File: config.mk
export PLATFORM = sky130hd
export DESIGN_NAME = scan_controller
export DESIGN_NICKNAME = d
export VERILOG_FILES = /design/src/rtl/scan_controller.sv
export SDC_FILE = /design/constraint.sdc
export NUM_CORES = 1
export LEC_CHECK = 0
export ABC_AREA = 1
export CORE_ASPECT_RATIO = 0.9
export CORE_UTILIZATION = 52
export DETAILED_ROUTE_END_ITERATION = 12
export GPL_TIMING_DRIVEN = 0
export PLACE_DENSITY = 0.86
export SLEW_MARGIN = 30
export SYNTH_ARGS = -nofsm -noshare
export SYNTH_HDL_FRONTEND = slang
export SYNTH_SLANG_ARGS = --single-unit
File: constraint.sdc
create_clock -name CLK -period 3.7 [get_ports CLK]
set_clock_uncertainty 0.2 [all_clocks]
set_input_delay 0.37 -clock CLK [delete_from_list [all_inputs] [get_ports CLK]]
set_output_delay 0.37 -clock CLK [all_outputs]
set_load 0.05 [all_outputs]
File: src/rtl/scan_controller.sv
// Raster scan sequencer: launches the point generator for each pixel, maps its
// iteration count to a colour index and writes it to the framebuffer in raster order.
//   state  | meaning
//   IDLE   | waiting for frame_start
//   LAUNCH | pg_start pulse for the current pixel
//   WAIT   | waiting for pg_done, then capture colour
//   WRITE  | wr_en held until wr_ready
//   DONE   | frame_done pulse
module scan_controller #(
  parameter int H_RES          = 640,
  parameter int V_RES          = 480,
  parameter int HBI            = 32,
  parameter int max_iterations = 255,
  parameter int ADDR_W         = 19
) (
  input  logic              CLK,
  input  logic              RST_N,
  input  logic              frame_start,
  input  logic              frame_abort,
  output logic [11:0]       x,
  output logic [11:0]       y,
  output logic              pg_start,
  input  logic              pg_done,
  input  logic [HBI-1:0]    pg_iteration,
  output logic              wr_en,
  input  logic              wr_ready,
  output logic [ADDR_W-1:0] wr_addr,
  output logic [7:0]        wr_data,
  output logic              busy,
  output logic              frame_done
);

  typedef enum logic [2:0] {
    S_IDLE,
    S_LAUNCH,
    S_WAIT,
    S_WRITE,
    S_DONE
  } state_t;

  localparam logic [11:0]    X_LAST   = 12'(H_RES - 1);
  localparam logic [11:0]    Y_LAST   = 12'(V_RES - 1);
  localparam logic [HBI-1:0] ITER_CAP = HBI'(max_iterations);
  localparam logic [HBI-1:0] ITER_SAT = HBI'(255);

  state_t     state, state_nx;
  logic       last_pixel;
  logic       accept;
  logic       capture;
  logic [7:0] colour;

  assign last_pixel = (x == X_LAST) && (y == Y_LAST);

  // Points that hit the cap are drawn black; counts above 255 saturate.
  always_comb begin
    if (pg_iteration >= ITER_CAP)     colour = 8'd0;
    else if (pg_iteration > ITER_SAT) colour = 8'hFF;
    else                              colour = pg_iteration[7:0];
  end

  always_comb begin
    state_nx   = state;
    accept     = 1'b0;
    capture    = 1'b0;
    pg_start   = 1'b0;
    wr_en      = 1'b0;
    frame_done = 1'b0;
    busy       = (state != S_IDLE);
    case (state)
      S_IDLE:   if (frame_start) state_nx = S_LAUNCH;
      S_LAUNCH: begin
        pg_start = 1'b1;
        state_nx = S_WAIT;
      end
      S_WAIT: if (pg_done) begin
        capture  = 1'b1;
        state_nx = S_WRITE;
      end
      S_WRITE: begin
        wr_en = 1'b1;
        if (wr_ready) begin
          accept   = 1'b1;
          state_nx = last_pixel ? S_DONE : S_LAUNCH;
        end
      end
      S_DONE: begin
        frame_done = 1'b1;
        state_nx   = S_IDLE;
      end
      default: state_nx = S_IDLE;
    endcase
    // Abort wins over any handshake completing in the same cycle.
    if (frame_abort && (state != S_IDLE)) begin
      state_nx = S_IDLE;
      accept   = 1'b0;
      capture  = 1'b0;
    end
  end

  always_ff @(posedge CLK) begin
    if (!RST_N) begin
      state   <= S_IDLE;
      x       <= '0;
      y       <= '0;
      wr_addr <= '0;
      wr_data <= '0;
    end else begin
      state <= state_nx;
      if ((state == S_IDLE) && frame_start) begin
        x       <= '0;
        y       <= '0;
        wr_addr <= '0;
      end
      if (capture) wr_data <= colour;
      // wr_addr tracks y*H_RES + x by incrementing alongside the raster position.
      if (accept && !last_pixel) begin
        wr_addr <= wr_addr + ADDR_W'(1);
        if (x == X_LAST) begin
          x <= '0;
          y <= y + 12'd1;
        end else begin
          x <= x + 12'd1;
        end
      end
    end
  end

endmodule

==> flow_summary.json, run 1 <==
{
  "status": "completed",
  "switching_share_pct": 29.6,
  "hold_slack_ns": 0.269,
  "synth_top_cell_by_area": "dfxtp_1",
  "syn_area_um2": 3280,
  "clock-sinks": 54,
  "hold_viol": 0,
  "cts_tree": "built",
  "drt_iter0_markers": 303,
  "clockPowerShare_pct": 28.4,
  "nNetsFinal": 667,
  "port-buffer-count": 92,
  "fmax_mhz": 410,
  "syn_inst": 527,
  "synth_edf_count": 0,
  "grt_pass1_wl_mm": 16.2,
  "h-tree-depth": 2,
  "drv_slew": 0,
  "drt_wl_total_mm": 9.81,
  "arrival_ns": 1.87,
  "wl_met3_um": 734,
  "syn_nets": 568,
  "die_area_um2": 6640,
  "fp.dieH_um": 77.4,
  "dp_hpwl_mm": 7.36,
  "grt_util_all_layers_pct": 30.6,
  "rsz0062_at_grt": "false",
  "wl_per_cell_um": 13.8,
  "clk_pin_slew_ns": 0.09,
  "area_growth_pct": 33.8,
  "synth.distinct_cells": 28,
  "total_leakage_power_nw": 1.56,
  "min_period_ns": 2.44,
  "synth.avg_cell_area_um2": 6.23,
  "antenna_found_initial": 0,
  "vias": 3863,
  "hold_depth": 2,
  "synth_top_flop_cell": "dfxtp_1",
  "drc": 0,
  "ys_async_sr_fraction_pct": 0,
  "placed_area_um2": 4310,
  "r2r_cells": 11,
  "rows": 27,
  "min_from": "wr_data[4]",
  "cpPeakStageDelay_ns": 0.85,
  "clkLatencyLatePin_ns": 0.31,
  "seq_area_frac_synth_pct": 32.9,
  "post_cts_buffers": 0,
  "multiInputGateArea_um2": 1950,
  "grt_pass1_vias": 3600,
  "worstReg2RegStart": "x[1]",
  "wl_met2_mm": 4.68,
  "first_pass_iters": 5,
  "finalSetupTns_ns": 0,
  "fp.coreArea_um2": 6110,
  "crit_required_ns": 3.13,
  "p_comb_share_pct": 18.9,
  "cp-end-kind": "primary output",
  "regArea_um2": 1080,
  "power_density_nw_per_um2": 256,
  "drtAntennaViolNets": 0,
  "dr.max_layer_used": "met4",
  "finalSetupViolations": 0,
  "cap_violations": 0,
  "critPathMaxFanout": 5,
  "cts_root_buf": "clkbuf_8",
  "start_kind": "register",
  "cts_resized": 0,
  "start_util_pct": 53.7,
  "grt_max_degree": 16,
  "drive_above_1_share_pct": 4.79,
  "hold_buffers": 0,
  "die_w_um": 85.8,
  "hold_class": "reg -> reg",
  "gp_congestion": 0.878,
  "cpMaxStageDelayCell": "clkdlybuf4s50_1",
  "ys_warn_count": 0,
  "synth_area_leaders": "dfxtp_1 (33%), nand2_1 (17%), nand3_1 (11%)",
  "relSlewSlack_pct": 49.9,
  "synth_top_cells_by_count": "nand2_1 (152), nand3_1 (75), nor2_1 (71), dfxtp_1 (54), a21oi_1 (49)",
  "clk_path_buf_depth": 2,
  "critPathKind": "reg -> out",
  "final_cell_area_um2": 4390,
  "viasPerCell": 5.42,
  "finalCritPeriodShare_pct": 65.9,
  "tightest_slew_ns": 0.746,
  "cp-startpoint": "state[2]",
  "met1_length_mm": 4.18,
  "p_sw_mw": 0.332,
  "diodes": 0,
  "share_seq_of_total_power_pct": 52.7,
  "fillers": 528,
  "peakVddDrop_mv": 0.139,
  "overflow": 0,
  "crit_chain": "inv_1 > nand2_1 > nor2_2 > clkdlybuf4s50_1",
  "synth_top_area_share_pct": 32.9,
  "internal-power_mw": 0.791,
  "numCtsBuffers": 5,
  "yosysMostFrequentCell": "nand2_1",
  "io_pins": 93,
  "ys_ff_latch": 54
}
-- stage by stage --
stage	std cells	worst slack [ns]	util [%]	total power, mW
2_1_floorplan	527	1.47	-	0.722
3_3_place_gp	706	1.44	70.5	0.810
3_5_place_dp	706	1.39	70.5	0.813
4_1_cts	713	1.25	71.8	1.12
5_1_grt	713	1.18	71.8	1.17
6_report	713	1.26	71.8	1.12
-- power by group through the flow --
stage | clock network (mW) | registers [mW] | logic [mW]
finish | 0.319 | 0.591 | 0.212
global route | 0.350 | 0.592 | 0.229
CTS | 0.324 | 0.591 | 0.209
detailed placement | 0 | 0.605 | 0.208
global placement | 0 | 0.605 | 0.205
floorplan | 0 | 0.606 | 0.117
-- cell families after synthesis --
group                    after synthesis  synth area share [%]
buffers and inverters                 61                  7.81
AND/OR/NAND/NOR                      328                  43.1
XOR/XNOR                              22                  5.87
adder cells (fa/ha/maj)                3                  1.14
flip-flops                            54                  32.9
AO/OA/AOI/OAI                         59                  9.18
-- metal layers --
layer | vias up | global-route usage, %
li1 | 1902 | -
met1 | 1758 | 40.5
met2 | 182 | 49.3
met3 | 21 | 5.32
met4 | 0 | 12.8
met5 | - | 0
-- placed cells by master (no fill, tap or decap), drive strengths merged --
cell / count
nand2: 154
clkdlybuf4s50: 92
nor2: 76
nand3: 75
dfxtp: 54
a21oi: 50
inv: 41
xor2: 15
clkbuf: 13
buf: 11
nand4: 10
o21ai: 8
xnor2: 7
nor3: 5
or2: 3
nand3b: 3
ha: 3
clkinv: 3
a21boi: 1
and2: 1
nor3b: 1
-- cell type report --
type                    instances  area share [%]
clock inverters                 2           0.228
flip-flops and latches         54            24.6
plain buffers                  19            2.25
repair buffers                 92            21.0
inverters                      42            3.59
well taps                      87            2.48
clock buffers                   5            1.57
multi-input cells             412            44.3
-- worst paths after layout --
path	slack, ns	endpoint
setup / recovery	1.26	wr_en
hold / removal	0.27	wr_data[4]
setup reg to reg	1.43	y[9]
hold reg to reg	0.27	wr_data[4]
-- worst max-delay path, delay by kind of cell, from the launching register on --
family | cells | cell delay, ns
flops | 1 | 0.34
simple gates | 2 | 0.27
buf+inv | 2 | 0.95
-- sequential cells by signal, indices dropped and copies added (netlist names) --
signal   flops
state        3
y           12
wr_data      8
x           12
wr_addr     19
Power figures use the tool's default switching activity.
==> run 2, diff against run 1 <==
Settings changed: CORE_UTILIZATION 52 to 44, PLACE_DENSITY 0.86 to 0.78.
Clock period 3.7 ns to 1.95 ns, I/O delays scaled along.
==> run 2 against run 1 <==
Effect of this change: utilization decreased by 7.9 points; design area increased by 4.0%; critical endpoint is now x[1]; highest routed layer unchanged; first-iteration DRC count increased by 3.6%; largest power group unchanged; critical path type unchanged.
==> flow_summary.json, run 2 (synthesized netlist as in run 1, its figures left out) <==
{
  "status": "completed",
  "crit_chain": "clkdlybuf4s50_1",
  "finalSetupTns_ns": 0,
  "clkLatencyLatePin_ns": 0.32,
  "drt_iter0_markers": 314,
  "rsz0062_at_grt": "true",
  "h-tree-depth": 2,
  "die_w_um": 93.1,
  "power_density_nw_per_um2": 481,
  "diodes": 0,
  "viasPerCell": 5.30,
  "peakVddDrop_mv": 0.262,
  "antenna_found_initial": 0,
  "drc": 0,
  "cpLargestDelayFamily": "buffers and inverters",
  "fp.coreArea_um2": 7150,
  "cpMaxStageDelayCell": "clkdlybuf4s50_1",
  "wl_met3_um": 803,
  "gp_congestion": 0.915,
  "critPathKind": "reg -> out",
  "final_cell_area_um2": 4570,
  "drive_above_1_share_pct": 11.0,
  "clock-sinks": 54,
  "cp-end-kind": "primary output",
  "wl_met2_mm": 4.73,
  "met1_length_mm": 4.49,
  "area_growth_pct": 39.1,
  "finalCritPeriodShare_pct": 98.0,
  "place_ws_ns": -0.142,
  "layout_commonest_cell": "nand2_1",
  "overflow": 0,
  "arrival_ns": 1.52,
  "grt_pass1_wl_mm": 16.5,
  "port-buffer-count": 92,
  "hold_viol": 0,
  "cpPeakStageDelay_ns": 0.82,
  "finalSetupViolations": 0,
  "placed_area_um2": 4360,
  "critical_path_buf_inv_count": 1,
  "total_leakage_power_nw": 1.96,
  "regArea_um2": 1110,
  "tightest_slew_ns": 0.603,
  "multiInputGateArea_um2": 2030,
  "wl_per_cell_um": 14.1,
  "start_kind": "register",
  "largest_reg_flops": 19,
  "hold_class": "reg -> reg",
  "io_pins": 93,
  "fillers": 669,
  "fp.dieH_um": 84.0,
  "fin_ws_ns": 0.0383,
  "clk_pin_slew_ns": 0.09,
  "cts_root_buf": "clkbuf_8",
  "grt_pass1_vias": 3470,
  "critPathMaxFanout": 4,
  "drt_wl_total_mm": 10.2,
  "dp_hpwl_mm": 7.47,
  "grt_util_all_layers_pct": 26.4,
  "largestRegisters": "wr_addr (19), x (12), y (12)",
  "dp.cells": 712,
  "fmax_mhz": 523,
  "drv_slew": 0,
  "relSlewSlack_pct": 59.8,
  "clk_path_buf_depth": 2,
  "cts_tree": "built",
  "nNetsFinal": 674,
  "regMostFlops": "wr_addr",
  "vias": 3850,
  "grt_max_degree": 20,
  "crit_required_ns": 1.55,
  "min_period_ns": 1.91,
  "rows": 29,
  "drtAntennaViolNets": 0,
  "stdcell_count": 727,
  "numCtsBuffers": 5,
  "dr.max_layer_used": "met4",
  "first_pass_iters": 5,
  "cap_violations": 0,
  "layout_common_cells": "nand2_1 (151), nand3_1 (73), nor2_1 (64)",
  "die_area_um2": 7810,
  "start_util_pct": 45.9
}
==> run 2: timing repair <==
action | 4_1_cts | 5_1_grt
hold endpoints to repair | 0 | 0
endpoints found under the setup margin | 77 | 61
setup buffers | 2 | 7
resized for setup | 46 | 24
pin swaps | 1 | 4
cloned | 0 | 0
hold buffers | 0 | 0
==> run 2: layout make-up <==
class / count / share of cell area, %
timing repair buffer: 101 / 21.3
tap: 93 / 2.55
sequential: 54 / 24.3
multi-input combinational: 412 / 44.3
inverter: 42 / 3.45
buffer: 17 / 2.08
clock inverter: 1 / 0.110
clock buffer: 7 / 1.89
==> run 2: worst paths after layout <==
| check | endpoint | start | slack [ns] | depth (start not counted) |
|---|---|---|---|---|
| worst max-delay path | x[1] | x[1] | 0.04 | 1 |
| worst min-delay path | wr_data[1] | wr_data[1] | 0.27 | 2 |
| worst max register to register | wr_addr[10] | state[1] | 0.05 | 10 |
| worst min register to register | wr_data[1] | wr_data[1] | 0.27 | 2 |
==> run 2: report_power, final <==
part           total (mW)  switching (mW)  leakage (nW)  internal (mW)
combinational       0.416           0.271          1.47          0.145
clock               0.664           0.376        0.0482          0.288
sequential           1.12          0.0119         0.445           1.11
total                2.20           0.659          1.96           1.54
==> run 2: metrics by stage <==
step / hold slack, ns / power, mW / utilization [%]
finish: 0.273 / 2.20 / 63.9
global route: 0.286 / 2.29 / 63.9
CTS: 0.276 / 2.20 / 62.2
detailed placement: 0.262 / 1.55 / 61.0
global placement: 0.253 / 1.54 / 61.0
floorplan: 0.129 / 1.37 / -
==> run 2: metal layers <==
| metal | vias up | GRT usage (%) |
|---|---|---|
| met5 | - | 0 |
| met4 | 0 | 7.41 |
| met3 | 21 | 5.56 |
| met2 | 162 | 42.3 |
| met1 | 1754 | 35.7 |
| li1 | 1913 | - |
